[src/rtl/dmul_rot_seq_ctrl.sv]
// ============================================================================
//  Module   : dmul_rot_seq_ctrl
//  Purpose  : Sequencing controller for one rotated-LFSR unary stochastic
//             multiplier. Accepts operand pairs (valid/ready), pulses the
//             multiplier load pins, times the joint-LFSR accumulation window,
//             captures the multiplier count and offers it on a valid/ready
//             output. Optional feature macro: DMUL_SEQ_CTRL_EARLY_TERM_EN
//             (per-operation run length via in_len, 0 selects RUN_LEN).
//  Revision : 1.0 - initial release
// ============================================================================
`default_nettype none

module dmul_rot_seq_ctrl #(
    parameter int                DATAWD  = 8,
    parameter logic [DATAWD-1:0] SEED_A  = 'h01,
    parameter logic [DATAWD-1:0] SEED_B  = 'h01,
    parameter logic [DATAWD-1:0] SEED_U  = 'h01,
    parameter int                RUN_LEN = ((1 << DATAWD) - 1) * ((1 << DATAWD) - 1)
) (
    input  logic                  clk,
    input  logic                  rst,
    input  logic                  in_valid,
    output logic                  in_ready,
    input  logic [DATAWD-1:0]     in_a,
    input  logic [DATAWD-1:0]     in_b,
`ifdef DMUL_SEQ_CTRL_EARLY_TERM_EN
    input  logic [2*DATAWD-1:0]   in_len,
`endif
    input  logic                  flush,
    output logic [DATAWD-1:0]     mul_iA,
    output logic [DATAWD-1:0]     mul_iB,
    output logic                  mul_loadA,
    output logic                  mul_loadB,
    output logic [DATAWD-1:0]     mul_seedA,
    output logic [DATAWD-1:0]     mul_seedB,
    output logic [DATAWD-1:0]     mul_seedU,
    input  logic [2*DATAWD-1:0]   mul_oC,
    output logic                  out_valid,
    input  logic                  out_ready,
    output logic [2*DATAWD-1:0]   out_c,
    output logic                  busy
);

    // Counter value loaded in LOAD so that RUN spans exactly RUN_LEN cycles
    // (counts RUN_LEN-1 down to 0 inclusive).
    localparam logic [2*DATAWD-1:0] c_run_last = (2*DATAWD)'(RUN_LEN - 1);

    // A zero-length run would never capture; an oversized one cannot be counted.
    if ((RUN_LEN < 1) || (longint'(RUN_LEN) > (longint'(1) << (2*DATAWD)))) begin : g_bad_run_len
        $error("dmul_rot_seq_ctrl: RUN_LEN must be in 1 .. 2**(2*DATAWD)");
    end

    typedef enum logic [2:0] {
        ST_IDLE    = 3'd0,
        ST_LOAD    = 3'd1,
        ST_RUN     = 3'd2,
        ST_CAPTURE = 3'd3,
        ST_OUT     = 3'd4
    } state_t;

    state_t                r_state;
    state_t                w_next_state;
    logic [2*DATAWD-1:0]   r_cnt;
    logic [DATAWD-1:0]     r_op_a;
    logic [DATAWD-1:0]     r_op_b;
    logic [2*DATAWD-1:0]   r_out_c;
    logic [2*DATAWD-1:0]   w_cnt_start;
    logic                  w_accept;

    // Flush outranks a new operand in IDLE.
    assign w_accept = (r_state == ST_IDLE) && in_valid && !flush;

`ifdef DMUL_SEQ_CTRL_EARLY_TERM_EN
    logic [2*DATAWD-1:0]   r_len;

    // Run length travels with the operands; zero selects the full window.
    always_ff @(posedge clk or posedge rst) begin
        if (rst) begin
            r_len <= '0;
        end else if (w_accept) begin
            r_len <= in_len;
        end
    end

    assign w_cnt_start = (r_len == '0) ? c_run_last : (r_len - 1'b1);
`else
    assign w_cnt_start = c_run_last;
`endif

    // State register.
    always_ff @(posedge clk or posedge rst) begin
        if (rst) begin
            r_state <= ST_IDLE;
        end else begin
            r_state <= w_next_state;
        end
    end

    // Next-state logic; flush returns to IDLE from anywhere.
    always_comb begin
        w_next_state = r_state;
        case (r_state)
            ST_IDLE:    if (in_valid && !flush) w_next_state = ST_LOAD;
            ST_LOAD:    w_next_state = ST_RUN;
            ST_RUN:     if (r_cnt == '0) w_next_state = ST_CAPTURE;
            ST_CAPTURE: w_next_state = ST_OUT;
            ST_OUT:     if (out_ready) w_next_state = ST_IDLE;
            default:    w_next_state = ST_IDLE;
        endcase
        if (flush) begin
            w_next_state = ST_IDLE;
        end
    end

    // Operand registers: only written on acceptance so the multiplier sees
    // stable operands for the whole accumulation window.
    always_ff @(posedge clk or posedge rst) begin
        if (rst) begin
            r_op_a <= '0;
            r_op_b <= '0;
        end else if (w_accept) begin
            r_op_a <= in_a;
            r_op_b <= in_b;
        end
    end

    // Run counter: armed in LOAD, counts down through RUN, parked at zero.
    always_ff @(posedge clk or posedge rst) begin
        if (rst) begin
            r_cnt <= '0;
        end else if (flush) begin
            r_cnt <= '0;
        end else if (r_state == ST_LOAD) begin
            r_cnt <= w_cnt_start;
        end else if ((r_state == ST_RUN) && (r_cnt != '0)) begin
            r_cnt <= r_cnt - 1'b1;
        end
    end

    // Result capture; a flush in CAPTURE discards the result and keeps the
    // previous out_c.
    always_ff @(posedge clk or posedge rst) begin
        if (rst) begin
            r_out_c <= '0;
        end else if ((r_state == ST_CAPTURE) && !flush) begin
            r_out_c <= mul_oC;
        end
    end

    assign in_ready  = (r_state == ST_IDLE) && !rst;
    assign busy      = (r_state != ST_IDLE);
    assign out_valid = (r_state == ST_OUT);
    assign out_c     = r_out_c;
    assign mul_iA    = r_op_a;
    assign mul_iB    = r_op_b;
    assign mul_loadA = (r_state == ST_LOAD);
    assign mul_loadB = (r_state == ST_LOAD);
    assign mul_seedA = SEED_A;
    assign mul_seedB = SEED_B;
    assign mul_seedU = SEED_U;

endmodule

`default_nettype wire

[config.mk]
export PLATFORM = sky130hd
export DESIGN_NAME = dmul_rot_seq_ctrl
export DESIGN_NICKNAME = d
export VERILOG_FILES = /design/src/rtl/dmul_rot_seq_ctrl.sv
export SDC_FILE = /design/constraint.sdc
export NUM_CORES = 1
export LEC_CHECK = 0
export ABC_AREA = 0
export CORE_MARGIN = 2
export CORE_UTILIZATION = 40
export CTS_CLUSTER_DIAMETER = 120
export DETAILED_ROUTE_END_ITERATION = 8
export GPL_TIMING_DRIVEN = 0
export PLACE_DENSITY_LB_ADDON = 0.05
export SLEW_MARGIN = 10
export SYNTH_ARGS = -nofsm -noshare
export SYNTH_HDL_FRONTEND = slang
export SYNTH_SLANG_ARGS = --single-unit
[constraint.sdc]
create_clock -name clk -period 1.6 [get_ports clk]
set_input_delay 0.32 -clock clk [delete_from_list [all_inputs] [get_ports clk]]
set_output_delay 0.32 -clock clk [all_outputs]
set_load 0.01 [all_outputs]
## After elaboration in Yosys (flattened, before gate mapping)

Cells that the tools add are included.

| cells by class | value |
|---|---|
| $mul | 0 |
| muxes and demuxes | 8 |
| magnitude comparators | 0 |
| reduce and logical (&&, ||, !) cells | 14 |
| div/mod/pow operators | 0 |
| bitwise operators | 0 |
| shift operators | 0 |
| equality and inequality tests | 7 |
| add/sub/neg operators | 1 |

Operator list:

| operator | count |
|---|---|
| $mux W16 | 3 |
| $logic_not A16 Y1 | 1 |
| $reduce_bool A16 Y1 | 1 |
| $sub A16 B1 Y16 const B | 1 |
| $pmux W3 S5 | 1 |
| $mux W3 | 4 |
| $eq A3 B2 Y1 const B | 2 |
| $logic_and A1 B1 Y1 | 6 |
| $ne A3 B2 Y1 const B | 2 |
| $reduce_bool A3 Y1 | 2 |
| $eq A3 B1 Y1 const B | 1 |
| $eq A3 B3 Y1 const B | 1 |
| $logic_not A3 Y1 | 1 |
| $ne A3 B3 Y1 const B | 1 |
| $reduce_and A3 Y1 | 1 |
| $logic_not A1 Y1 | 2 |

| word-level totals | value |
|---|---|
| register bits | 51 |
| memory bits (writable) | 0 |
| output and inout port bits | 61 |
| memory bits (read-only) | 0 |
| bits in latches | 0 |
| input port bits | 37 |
| memories kept | 0 |
| logic and storage cells | 35 |

## Logic depth before layout (Yosys ltp)

Gate-level depths: netlist of the first run.

| logic depth | value |
|---|---|
| depth after elaboration | 5 |
| depth in mapped cells | 7 |
| mapped depth without buffers | 6 |

## Least setup slack after synthesis of the first run

Ideal clock, no wire load.

| timing | value |
|---|---|
| path type | register to register |
| start | register r_cnt[0] |
| end | register r_cnt[14] |
| stages on the path, launching flop included | 7 |
| path buffers | 0 |
| required time | 1518 ps |
| arrival | 1663 ps |
| clock period less this slack | 1745 ps |
| path slack | -145 ps |
| setup time | 82 ps |
| path through | dfrtp_1 inv_1 ha_1 nor3b_2 nand4_2 or4_1 a31oi_1 |

| on the way | value |
|---|---|
| cells in the longest elaborated chain, start to end | 4 |
| elaborated cells on any way between the ends | 7 |
| those cells by class | add/sub: 1; mux: 3; reduce/logical: 3 |

Ends and longest elaborated chain:

| what | line | text |
|---|---|---|
| start: declaration | 63 | `logic [2*DATAWD-1:0] r_cnt;` |
| start signal: assignment | 134 | `r_cnt <= w_cnt_start;` |
| start signal: assignment | 136 | `r_cnt <= r_cnt - 1'b1;` |
| $sub A16 B1 Y16 | 136 |  |
| $mux W16 | 135 | `end else if ((r_state == ST_RUN) && (r_cnt != '0)) begin` |
| $mux W16 | 133 | `end else if (r_state == ST_LOAD) begin` |
| $mux W16 | 131 | `end else if (flush) begin` |

Several ways; a longest one is shown, not always the timed one. The select of a mux whose other input is x is not followed.
A chain may end at the register's enable or synchronous reset.

## Worst setup path after layout of the first run

| timing | value |
|---|---|
| start | register r_state[2] |
| end | output port mul_loadB |

| on the way | value |
|---|---|
| cells in the longest elaborated chain, start to end | 1 |

Ends and longest elaborated chain:

| what | line | text |
|---|---|---|
| start: declaration | 61 | `state_t r_state;` |
| start signal: assignment | 95 | `r_state <= w_next_state;` |
| $eq A3 B1 Y1 | 157 | `assign mul_loadB = (r_state == ST_LOAD);` |
| end: declaration | 33 | `output logic mul_loadB,` |

No other way between the ends.

==> impl_metrics.json, run 1 <==
{
  "via_per_inst": 4.857,
  "vias": 2103,
  "route.detailed.drc": 0,
  "grtUsageMet1_pct": 20.75,
  "ys_warn_count": 0,
  "hold_viol_final": 0,
  "grt_max_degree": 31,
  "synth_edf_count": 0,
  "p_per_area_mw_per_mm2": 1446,
  "clk_latency_ns": 0.30,
  "synthDominantCellAreaShare_pct": 50.45,
  "crit_path_max_fanout": 6,
  "final_cell_mix": "clkdlybuf4s50_1 (67), buf_4 (55), dfrtp_1 (46)",
  "fin_ws_ns": -0.1721,
  "wl_per_cell_um": 14.37,
  "clock_sinks": 51,
  "numCtsBuffers": 5,
  "drt_iter0_markers": 91,
  "criticalPathCategory": "flip-flop to output pin",
  "met3_usage_pct": 6.133,
  "hold_buffers": 0,
  "ir_worst_vdd_uv": 945.5,
  "initial_core_util_pct": 41.99,
  "rsz0062_at_grt": "true",
  "crit_path_end_kind": "output pin",
  "grt_antenna_before_repair": 0,
  "grt-ovfl-total": 0,
  "core_sq_mm": 0.006026,
  "h-tree-depth": 2,
  "final_util_pct": 68.58,
  "cap_viol_max_count": 0,
  "gp_congestion": 0.6813,
  "dr.pass1.iters": 5,
  "ant_nets": 0,
  "fin_crit_sh_pct": 110.8,
  "tritoncts": "built",
  "yosysUniqueCellTypes": 40,
  "grt.total_usage_pct": 17.11,
  "synthFlopType": "dfrtp_1",
  "dpl_cell_area_sq_mm": 0.003496,
  "grt.busiest_layer": "met2",
  "outcome": "finished with violations",
  "fin_crit_ns": 1.772,
  "diodes": 0,
  "drive_above_1_share_pct": 44.41,
  "root_buffer": "clkbuf_8",
  "ys_ff_latch": 51,
  "clockBufferDepth": 2,
  "grt_util_met2_pct": 29.25,
  "die_w_um": 83.53,
  "syn-mean-instance-area_sq_um": 11.61,
  "fin_total_pwr_uw": 5976,
  "finalNetCount": 396,
  "yosysSeqAreaShare_pct": 50.45,
  "startpoint_type": "flip-flop",
  "required_ns": 1.28,
  "portBuffers": 73,
  "area_growth_pct": 63.35,
  "grt_pass1_wl_um": 9915,
  "arrival_ns": 1.45,
  "async_flop_share_pct": 100.0,
  "p_leak_uw": 0.001854,
  "violations": "setup timing",
  "die-height_um": 83.53,
  "synth_area_leaders": "dfrtp_1 (50%), mux2_2 (14%), buf_4 (7.4%)",
  "path_clk_slew_ns": 0.09,
  "grt_pass1_vias": 2189,
  "final_area_sq_mm": 0.004133,
  "finalSetupViolCount": 21,
  "die_area_sq_mm": 0.006977,
  "hold_path.class": "input port to asynchronous set/reset pin",
  "synth.cell_area_sq_mm": 0.002530,
  "hpwl_um": 4027,
  "rows": 28,
  "yosysTopAreaCell": "dfrtp_1",
  "max_freq_mhz": 564.3,
  "slew_viol_final": 0,
  "wirelength_um": 6222,
  "pre_cts_slack_ns": -0.5716,
  "layout_commonest_cell": "clkdlybuf4s50_1",
  "fin_skew_ns": 0.005885,
  "synth_cells": 218,
  "pin_count": 98
}
[critical path, stage by stage (launching register included)]
cell     delay (ns)
dfrtp_2        0.47
or3b_4         0.43
inv_4          0.08
buf_6          0.09
buf_6          0.08
[layout make-up]
cell class | count | area (sq um)
inverter | 5 | 21.27
buffer | 31 | 245.2
fill | 476 | 1893
clock buffer | 5 | 68.82
timing repair buffer | 114 | 1114
clock inverter | 2 | 13.76
tap | 75 | 93.84
multi-input combinational | 150 | 1294
sequential | 51 | 1282
[cells in the mapped netlist (3+ instances only)]
library cell  number
a21oi_1            8
a31oi_1            6
buf_2              7
buf_4             25
dfrtp_1           51
inv_1              5
mux2_2            32
nand2_1            5
nand3_1            5
nand4_1            4
nor2_1            10
nor3_1             3
o21ai_0            9
or3_1              6
or4_1              8
[final timing paths]
check | start | end | slack, ns | depth (start not counted)
worst max-delay path | r_state[2]$_DFFE_PP0P_ | mul_loadB | -0.17 | 4
worst min-delay path | rst | out_c[7]$_DFFE_PP0P_ | 0.39 | 2
worst max register to register | r_state[0]$_DFFE_PP0P_ | r_cnt[3]$_DFFE_PP0P_ | -0.17 | 6
worst min register to register | mul_iA[4]$_DFFE_PP0P_ | mul_iA[4]$_DFFE_PP0P_ | 0.51 | 1
max in group asynchronous | rst | r_cnt[10]$_DFFE_PP0P_ | 0.68 | 3
min in group clk | mul_iA[4]$_DFFE_PP0P_ | mul_iA[4]$_DFFE_PP0P_ | 0.51 | 1
[stage by stage]
stage | std cells | setup TNS, ns | hold slack, ns
after floorplan | 240 | -0.3166 | 0.4706
after global placement | 388 | -67.55 | 0.4876
after detailed placement | 389 | -13.64 | 0.4922
after CTS | 420 | -2.125 | 0.3975
after global routing | 433 | -4.503 | 0.4270
final | 433 | -1.988 | 0.3853
[where the power goes]
part           internal [uW]  leakage [uW]  switching, uW
registers               1720      0.000643            336
clock network            300     0.0000440            420
logic                   1940       0.00117           1260
[flip-flops by register name (all words and copies together), names as in the netlist]
register and count:
r_state 3, r_cnt 16, mul_iA 8, out_c 16, mul_iB 8
[timing repair]
item                                    in CTS  in global routing
buffers inserted                            26                 13
pin swaps                                   24                 19
resized for setup                           53                 39
endpoints found under the setup margin      41                 42
gates cloned                                 0                  1
[kinds of logic after synthesis]
logic type	Yosys count	share of synthesized area (%)
AND/OR/NAND/NOR	59	16.12
flip-flops	51	50.44
buffers and inverters	39	9.842
AO/OA/AOI/OAI	32	7.863
multiplexers	32	14.24
other	2	0.2968
XOR/XNOR	2	0.6925
adder cells (fa/ha/maj)	1	0.4945
[routing by layer]
layer	up-vias	part of all wire (%)
met5	-	0
met4	0	0.88
met3	7	6.7
met2	52	51
met1	1024	41
li1	1020	-
No activity file was read; power rests on OpenSTA's default activity.
==> run 2: changes to the inputs <==
GPL_ROUTABILITY_DRIVEN = 0   (was default)
==> results of run 2 <==
The final DEF is identical to that of run 1; final timing and power are the same.
